$ cat src/rtl/riscv_mem_pkg.sv
// Shared definitions for the memory-stage load/store engine.
package riscv_mem_pkg;

   localparam int unsigned XLEN   = 32;
   localparam int unsigned BE_W   = XLEN / 8;
   localparam int unsigned LSEL_W = 2;

   // funct3 width codes for loads and stores
   localparam logic [2:0] LS_B  = 3'b000;
   localparam logic [2:0] LS_H  = 3'b001;
   localparam logic [2:0] LS_W  = 3'b010;
   localparam logic [2:0] LS_BU = 3'b100;
   localparam logic [2:0] LS_HU = 3'b101;

   typedef enum logic [1:0] {
      ST_IDLE = 2'd0,
      ST_REQ  = 2'd1,
      ST_WAIT = 2'd2,
      ST_DONE = 2'd3
   } mau_state_e;

endpackage

$ cat src/rtl/lsu_align.sv
// Byte-lane alignment: store enables/replication, load extraction, fault detect.
module lsu_align
   import riscv_mem_pkg::*;
(
   input  logic [2:0]        ls_type,
   input  logic [LSEL_W-1:0] addr_lo,
   input  logic [XLEN-1:0]   wdata,
   input  logic [XLEN-1:0]   rdata,
   output logic [BE_W-1:0]   be_c,
   output logic [XLEN-1:0]   wdata_c,
   output logic [XLEN-1:0]   rdata_c,
   output logic              fault_c
);

   logic [7:0]  byte_sel;
   logic [15:0] half_sel;

   // pick the addressed byte and halfword out of the returned word
   always_comb begin
      byte_sel = rdata[{addr_lo, 3'b000} +: 8];
      half_sel = addr_lo[1] ? rdata[31:16] : rdata[15:0];
   end

   // width decode: lanes, replication, extension and alignment fault
   always_comb begin
      be_c    = '0;
      wdata_c = '0;
      rdata_c = '0;
      fault_c = 1'b0;
      unique case (ls_type)
         LS_B, LS_BU: begin
            be_c    = BE_W'(4'b0001 << addr_lo);
            wdata_c = {4{wdata[7:0]}};
            rdata_c = (ls_type == LS_B) ? {{24{byte_sel[7]}}, byte_sel}
                                        : {24'd0, byte_sel};
         end
         LS_H, LS_HU: begin
            fault_c = addr_lo[0];
            be_c    = BE_W'(4'b0011 << {addr_lo[1], 1'b0});
            wdata_c = {2{wdata[15:0]}};
            rdata_c = (ls_type == LS_H) ? {{16{half_sel[15]}}, half_sel}
                                        : {16'd0, half_sel};
         end
         LS_W: begin
            fault_c = (addr_lo != 2'b00);
            be_c    = 4'b1111;
            wdata_c = wdata;
            rdata_c = rdata;
         end
         default: begin
            fault_c = 1'b1;
         end
      endcase
   end

endmodule

$ cat src/rtl/mem_access_unit.sv
// Memory-stage load/store engine: request capture, dmem handshake, response.
module mem_access_unit
   import riscv_mem_pkg::*;
#(
   parameter int unsigned ADDR_W = 32
)
(
   input  logic              clk,
   input  logic              rst,
   input  logic              req_valid,
   output logic              req_ready,
   input  logic              mem_write,
   input  logic              mem_read,
   input  logic [2:0]        ls_type,
   input  logic [ADDR_W-1:0] addr,
   input  logic [XLEN-1:0]   wdata,
   output logic              stall,
   output logic              resp_valid,
   output logic [XLEN-1:0]   resp_rdata,
   output logic              resp_fault,
   output logic              dmem_req_valid,
   input  logic              dmem_req_ready,
   output logic              dmem_we,
   output logic [BE_W-1:0]   dmem_be,
   output logic [ADDR_W-1:0] dmem_addr,
   output logic [XLEN-1:0]   dmem_wdata,
   input  logic              dmem_rsp_valid,
   input  logic [XLEN-1:0]   dmem_rsp_rdata
);

   mau_state_e        state_q, state_d;
   logic              we_q, we_d;
   logic [2:0]        type_q, type_d;
   logic [LSEL_W-1:0] lo_q, lo_d;

   logic              req_ready_q, req_ready_d;
   logic              stall_q, stall_d;
   logic              resp_valid_q, resp_valid_d;
   logic [XLEN-1:0]   resp_rdata_q, resp_rdata_d;
   logic              resp_fault_q, resp_fault_d;
   logic              dmem_req_valid_q, dmem_req_valid_d;
   logic              dmem_we_q, dmem_we_d;
   logic [BE_W-1:0]   dmem_be_q, dmem_be_d;
   logic [ADDR_W-1:0] dmem_addr_q, dmem_addr_d;
   logic [XLEN-1:0]   dmem_wdata_q, dmem_wdata_d;

   logic [2:0]        al_type;
   logic [LSEL_W-1:0] al_lo;
   logic [BE_W-1:0]   al_be;
   logic [XLEN-1:0]   al_wdata;
   logic [XLEN-1:0]   al_rdata;
   logic              al_fault;

   // aligner sees the live request while idle, the captured op otherwise
   always_comb begin
      al_type = (state_q == ST_IDLE) ? ls_type : type_q;
      al_lo   = (state_q == ST_IDLE) ? addr[1:0] : lo_q;
   end

   lsu_align u_align (
      .ls_type (al_type),
      .addr_lo (al_lo),
      .wdata   (wdata),
      .rdata   (dmem_rsp_rdata),
      .be_c    (al_be),
      .wdata_c (al_wdata),
      .rdata_c (al_rdata),
      .fault_c (al_fault)
   );

   // next-state and next-output computation
   always_comb begin
      state_d          = state_q;
      we_d             = we_q;
      type_d           = type_q;
      lo_d             = lo_q;
      resp_rdata_d     = '0;
      resp_fault_d     = 1'b0;
      dmem_req_valid_d = 1'b0;
      dmem_we_d        = dmem_we_q;
      dmem_be_d        = dmem_be_q;
      dmem_addr_d      = dmem_addr_q;
      dmem_wdata_d     = dmem_wdata_q;

      unique case (state_q)
         ST_IDLE: begin
            if (req_valid) begin
               we_d   = mem_write;
               type_d = ls_type;
               lo_d   = addr[1:0];
               if (al_fault) begin
                  state_d      = ST_DONE;
                  resp_fault_d = 1'b1;
               end else if (!(mem_read || mem_write)) begin
                  state_d = ST_DONE;
               end else begin
                  // a store wins when both read and write are flagged
                  state_d          = ST_REQ;
                  dmem_req_valid_d = 1'b1;
                  dmem_we_d        = mem_write;
                  dmem_be_d        = al_be;
                  dmem_addr_d      = {addr[ADDR_W-1:2], 2'b00};
                  dmem_wdata_d     = mem_write ? al_wdata : '0;
               end
            end
         end
         ST_REQ: begin
            if (dmem_req_ready) begin
               state_d      = we_q ? ST_DONE : ST_WAIT;
               dmem_we_d    = 1'b0;
               dmem_be_d    = '0;
               dmem_addr_d  = '0;
               dmem_wdata_d = '0;
            end else begin
               dmem_req_valid_d = 1'b1;
            end
         end
         ST_WAIT: begin
            if (dmem_rsp_valid) begin
               state_d      = ST_DONE;
               resp_rdata_d = al_rdata;
            end
         end
         ST_DONE: begin
            state_d = ST_IDLE;
         end
         default: begin
            state_d = ST_IDLE;
         end
      endcase

      req_ready_d  = (state_d == ST_IDLE);
      stall_d      = (state_d != ST_IDLE);
      resp_valid_d = (state_d == ST_DONE);
   end

   // state and output registers
   always_ff @(posedge clk) begin
      if (rst) begin
         state_q          <= ST_IDLE;
         we_q             <= 1'b0;
         type_q           <= '0;
         lo_q             <= '0;
         req_ready_q      <= 1'b1;
         stall_q          <= 1'b0;
         resp_valid_q     <= 1'b0;
         resp_rdata_q     <= '0;
         resp_fault_q     <= 1'b0;
         dmem_req_valid_q <= 1'b0;
         dmem_we_q        <= 1'b0;
         dmem_be_q        <= '0;
         dmem_addr_q      <= '0;
         dmem_wdata_q     <= '0;
      end else begin
         state_q          <= state_d;
         we_q             <= we_d;
         type_q           <= type_d;
         lo_q             <= lo_d;
         req_ready_q      <= req_ready_d;
         stall_q          <= stall_d;
         resp_valid_q     <= resp_valid_d;
         resp_rdata_q     <= resp_rdata_d;
         resp_fault_q     <= resp_fault_d;
         dmem_req_valid_q <= dmem_req_valid_d;
         dmem_we_q        <= dmem_we_d;
         dmem_be_q        <= dmem_be_d;
         dmem_addr_q      <= dmem_addr_d;
         dmem_wdata_q     <= dmem_wdata_d;
      end
   end

   assign req_ready      = req_ready_q;
   assign stall          = stall_q;
   assign resp_valid     = resp_valid_q;
   assign resp_rdata     = resp_rdata_q;
   assign resp_fault     = resp_fault_q;
   assign dmem_req_valid = dmem_req_valid_q;
   assign dmem_we        = dmem_we_q;
   assign dmem_be        = dmem_be_q;
   assign dmem_addr      = dmem_addr_q;
   assign dmem_wdata     = dmem_wdata_q;

endmodule

$ cat config.mk
export PLATFORM = sky130hd
export DESIGN_NAME = mem_access_unit
export DESIGN_NICKNAME = d
export VERILOG_FILES = /design/src/rtl/riscv_mem_pkg.sv /design/src/rtl/lsu_align.sv /design/src/rtl/mem_access_unit.sv
export SDC_FILE = /design/constraint.sdc
export NUM_CORES = 1
export LEC_CHECK = 0
export CAP_MARGIN = 5
export CELL_PAD_IN_SITES_DETAIL_PLACEMENT = 1
export CELL_PAD_IN_SITES_GLOBAL_PLACEMENT = 2
export CORE_MARGIN = 2
export CORE_UTILIZATION = 26
export DETAILED_ROUTE_END_ITERATION = 8
export PLACE_DENSITY = 0.84
export SYNTH_ARGS = -nofsm -noshare
export SYNTH_HDL_FRONTEND = slang
export SYNTH_SLANG_ARGS = --single-unit
$ cat constraint.sdc
create_clock -name clk -period 2.4 [get_ports clk]
set_input_delay 0.6 -clock clk [delete_from_list [all_inputs] [get_ports clk]]
set_output_delay 0.6 -clock clk [all_outputs]
set_load 0.01 [all_outputs]
Word level (Yosys, flattened, before mapping)
Index checks and enable logic that the tools add are counted.
{"block": "word_totals", "reg_bits": 114, "inputBits": 106, "output_inout_bits": 106, "wordCells": 88}
{"block": "classes", "n_eq_ne": 12, "n_shift": 3, "mux": 42, "bitwise_logic": 4, "n_reduce_logical": 13}
{"cell": "$mux 32", "count": 10}
{"cell": "$pmux 32 s3", "count": 2}
{"cell": "$pmux 32 s2", "count": 2}
{"cell": "$shiftx 32x6->8", "count": 1}
{"cell": "$mux 16", "count": 1}
{"cell": "$mux 4", "count": 4}
{"cell": "$mux 2", "count": 6}
{"cell": "$pmux 4 s3", "count": 1}
{"cell": "$mux 1", "count": 10}
{"cell": "$pmux 2 s4", "count": 1}
{"cell": "$pmux 4 s2", "count": 1}
{"cell": "$eq 2x2->1 const B", "count": 3}
{"cell": "$eq 3x3->1 const B", "count": 2}
{"cell": "$ne 2x2->1 const B", "count": 3}
{"cell": "$reduce_bool 2->1", "count": 3}
{"cell": "$reduce_or 3->1", "count": 2}
{"cell": "$reduce_and 5->1", "count": 1}
{"cell": "$logic_not 2->1", "count": 2}
{"cell": "$not 1->1", "count": 4}
{"cell": "$pmux 1 s2", "count": 2}
{"cell": "$reduce_or 2->1", "count": 2}
{"cell": "$shl 1x2->4 const A", "count": 1}
{"cell": "$shl 2x2->4 const A", "count": 1}
{"cell": "$eq 3x1->1 const B", "count": 1}
{"cell": "other kinds (8)", "count": 8}

Longest topological paths before layout
{"block": "logic_depth", "depth_word": 10, "ltp_mapped": 9, "ltp_nobuf": 5}

Cells and area by module
A second synthesis with hierarchy kept.
{"block": "hier_totals", "hier_cells": 631, "area_unflattened_um2": 5415.2}
{"mod": "mem_access_unit", "instances": 1, "cells_each": 440, "area_per_inst_um2": 4215.3, "seq_area_each_um2": 2242.2}
{"mod": "lsu_align", "instances": 1, "cells_each": 191, "area_per_inst_um2": 1199.9, "seq_area_each_um2": 0.0}

Worst setup path before layout
Ideal clock, no wire load.
{"block": "synth_timing", "path_kind": "in2reg", "startpoint": "input ls_type[2]", "endpoint": "register dmem_be_q[3], in the netlist dmem_be[3]", "arrival_time_ns": 2.122, "setup_slack_ns": 0.155, "stages": 6, "path_buffers": 1, "cell_sequence": "or4_4 -> o31a_2 -> o21ai_4 -> a21o_1 -> buf_6 -> mux2_1"}
{"block": "synth_between", "elab_chain_len": 8, "elab_cells_between_ends": 16}
{"element": "from (decl)", "line": "mem_access_unit.sv:14", "source": "input logic [2:0] ls_type,"}
{"element": "$mux 3 *", "line": "mem_access_unit.sv:56", "source": "al_type = (state_q == ST_IDLE) ? ls_type : type_q;"}
{"element": "$eq 3x3->1 (tied with other cells)", "line": "lsu_align.sv:30", "source": "unique case (ls_type)"}
{"element": "$reduce_or 2->1", "line": "lsu_align.sv:30"}
{"element": "$pmux 4 s3", "line": "lsu_align.sv:30"}
{"element": "$mux 4", "line": "mem_access_unit.sv:94", "source": "end else if (!(mem_read || mem_write)) begin"}
{"element": "$mux 4", "line": "mem_access_unit.sv:91", "source": "if (al_fault) begin"}
{"element": "$mux 4", "line": "mem_access_unit.sv:87", "source": "if (req_valid) begin"}
{"element": "$pmux 4 s2", "line": "mem_access_unit.sv:85", "source": "unique case (state_q)"}
{"element": "to (signal assigned)", "line": "mem_access_unit.sv:166", "source": "dmem_be_q <= dmem_be_d;"}
{"element": "to (decl)", "line": "mem_access_unit.sv:43", "source": "logic [BE_W-1:0] dmem_be_q, dmem_be_d;"}
Every way passes the cells marked *; elsewhere a longest branch is shown, timed or not. The select of a mux whose other input is x is not followed.
A chain may end at the register's enable or synchronous reset.

Final worst setup path
{"block": "layout_timing", "startpoint": "input ls_type[0]", "endpoint": "register dmem_wdata_q[12], in the netlist dmem_wdata[12]"}
{"block": "layout_between", "elab_chain_len": 9, "elab_cells_between_ends": 17}
{"element": "$mux 3 *", "line": "mem_access_unit.sv:56"}
{"element": "$eq 3x3->1 (tied with other cells)", "line": "lsu_align.sv:30"}
{"element": "$reduce_or 2->1", "line": "lsu_align.sv:30"}
{"element": "$pmux 32 s3", "line": "lsu_align.sv:30"}
{"element": "$mux 32", "line": "mem_access_unit.sv:103", "source": "dmem_wdata_d = mem_write ? al_wdata : '0;"}
{"element": "$mux 32", "line": "mem_access_unit.sv:94"}
{"element": "$mux 32", "line": "mem_access_unit.sv:91"}
{"element": "$mux 32", "line": "mem_access_unit.sv:87"}
{"element": "$pmux 32 s2", "line": "mem_access_unit.sv:85"}
{"element": "to (signal assigned)", "line": "mem_access_unit.sv:168", "source": "dmem_wdata_q <= dmem_wdata_d;"}
{"element": "to (decl)", "line": "mem_access_unit.sv:45", "source": "logic [XLEN-1:0] dmem_wdata_q, dmem_wdata_d;"}
Marks and branches as above.

==> flow_metrics.tcl <==
set metrics [dict create \
    seqCellArea_mm2 0.00224 \
    dp_slack_ps -605 \
    peakVddDrop_mv 0.364 \
    synth_top_area_share 0.431 \
    multi_input_area_mm2 0.00269 \
    critPathBufInv 2 \
    cpMostUsedCell "a211oi_4" \
    cts.sinks 112 \
    setup_ws_ps 54.2 \
    synth_seq_cells 112 \
    min_period_ps 2350 \
    cp_max_fo 12 \
    routedWlPerCell_um 18.6 \
    yosys_warnings 0 \
    crit_type "in -> reg" \
    die_area_mm2 0.0212 \
    path_cells "clkdlybuf4s50_1 -> or4b_4 -> o21ai_4 -> a211oi_4 -> a211oi_4 -> buf_4 -> o2bb2ai_1" \
    die-width_um 146 \
    p_comb_frac 0.351 \
    fin_area_mm2 0.00819 \
    yosys-top-cells-area "dfxtp_1 43%, mux2i_1 8.8%, o2bb2ai_2 5.8%" \
    vias 4812 \
    io_buffers 209 \
    powerDensity_mw_per_mm2 689 \
    syn_inst 499 \
    place_congestion 0.805 \
    cts_tree "built" \
    placed_area_mm2 0.00782 \
    fmax_ghz 0.426 \
    synth_common_cells "112 x dfxtp_1, 52 x nand2_1, 46 x mux2i_1, 38 x a21oi_1, 37 x nand2b_1" \
    num-fill-cells 2200 \
    final_hold_viol_count 0 \
    critical_path.startpoint_type "primary input" \
    p_total_mw 5.64 \
    skew_ps 4.37 \
    power.internal_mw 3.81 \
    clockRootBuffer "clkbuf_16" \
    synth_cell_type_count 63 \
    drv_slew 0 \
    grt_start_max_net_pins 40 \
    initial_core_util 0.267 \
    syn_to_final_growth_pct 57.3 \
    yosysMostFrequentCell "dfxtp_1" \
    ant_nets 0 \
    async_flop_share 0 \
    firstDrtPassIters 4 \
    drive_above_1_share 0.173 \
    status "finished, final reports clean" \
    ys_seq_area_frac 0.431 \
    leakage_nw 2.96 \
    critPathMaxStageDelay_ps 510 \
    grt_overflow 0 \
    required_ps 2690 \
    fin_setup_tns_ps 0 \
    p_sw_frac 0.325 \
    clockPowerShare 0.279 \
    nets 837 \
    rsz0062_at_grt "false" \
    crit_family "buffers and inverters" \
    viasPerCell 4.81 \
    antennaDiodeCount 0 \
    worstSkewPairLatency_ps 360 \
    worst_setup_path_end_kind "flip-flop" \
    seqPwrFrac 0.370 \
    grt_first_pass_wirelength_um 29400 \
    drt_iter0_markers 145 \
    path_clk_slew_ps 80 \
    synth_top_cell_by_area "dfxtp_1" \
    cts_buffer_depth 2 \
    rows 51 \
    place_hpwl_um 14200 \
    track_usage 0.173 \
    io_pins 212 \
    setup_viol 0 \
    grt_pass1_vias 5315 \
    critPathSlowestCell "clkdlybuf4s50_1" \
    p_switching_mw 1.84 \
    routed_wl_um 18700 \
    worst_hold_path_type "reg -> reg" \
    postCtsHoldBufs 0 \
    synthesis.area_mm2 0.00521 \
    antenna_found_initial 0 \
    cp.arrival_ps 2640 \
    syn_area_per_cell_um2 10.4 \
    cts_buffers 9 \
    max_cap_viol_count 0 \
    h-tree-depth 3 \
    die_h_um 146 \
    design.core.area_mm2 0.0195 \
    synth_edf_count 0 \
    final.period_utilization 0.977 \
    drc 0 \
    ys.flop_type "dfxtp_1" \
]
power by group through the flow:
stage	Sequential (mW)	Combinational [mW]	Clock, mW
final	2.09	1.98	1.57
after global routing	2.10	2.12	1.70
after CTS	2.09	1.97	1.63
after detailed placement	2.13	1.93	0
after global placement	2.12	1.87	0
after floorplan	2.16	1.04	0
final timing paths:
check	start	end	slack [ps]	cells past startpoint
hold / removal	dmem_we	dmem_we	460	1
setup reg to reg	state_q[1]	resp_rdata[2]	170	8
hold reg to reg	dmem_we	dmem_we	460	1
setup / recovery	ls_type[0]	dmem_wdata[12]	50	7
placed cells by master (no fill, tap or decap), drive strengths merged, types with 2 or more instances in the layout:
cell / instances
or4: 2
dfxtp: 112
clkdlybuf4s50: 209
a22oi: 23
a22o: 17
nor2: 16
buf: 51
inv: 6
o22ai: 7
nor2b: 3
a2bb2oi: 2
a31oi: 20
a211o: 6
mux2: 4
o31a: 2
a21oi: 39
nand2b: 37
nand2: 54
a211oi: 3
clkinvlp: 3
a21o: 2
o31ai: 2
or2: 2
o21ai: 12
nor4b: 2
clkbuf: 9
nor3: 2
a21boi: 2
o2bb2ai: 24
mux2i: 47
conb: 2
kinds of logic after synthesis:
kind of cell,synth area share
AND/OR/NAND/NOR,0.128
other,0.000720
AO/OA/AOI/OAI,0.279
flip-flops,0.431
buffers and inverters,0.0591
multiplexers,0.102
metrics by stage:
step	utilization	cells	hold slack, ps
finish	0.420	1001	459
global route	0.420	1001	482
CTS	0.418	1001	467
detailed placement	0.401	983	448
global placement	0.401	983	442
floorplan	-	500	437
state kept, by name, indices dropped and copies added (netlist names), 2 cells and up:
name	flops
dmem_addr	30
state_q	2
dmem_wdata	32
lo_q	2
dmem_be	4
type_q	3
resp_rdata	32
per-layer routing:
metal | part of all wire | track usage | wire (µm)
met5 | 0 | 0 | 0
met4 | 0.019 | 0.0559 | 352
met3 | 0.072 | 0.0498 | 1350
met2 | 0.48 | 0.299 | 9000
met1 | 0.43 | 0.208 | 7950
area by class of cell:
type	count	share of cell area
sequential	112	0.274
inverter	3	0.00137
timing repair buffer	260	0.319
clock buffer	9	0.0275
multi-input combinational	345	0.328
tap	265	0.0405
clock inverter	7	0.00962
repair_timing:
action | in CTS | in global routing
hold endpoints to repair | 0 | 0
setup endpoints to repair | 16 | 56
resized for setup | 1 | 6
pin swaps | 0 | 1
setup buffers | 2 | 0
Note: power is estimated with default switching activity, not from simulation.
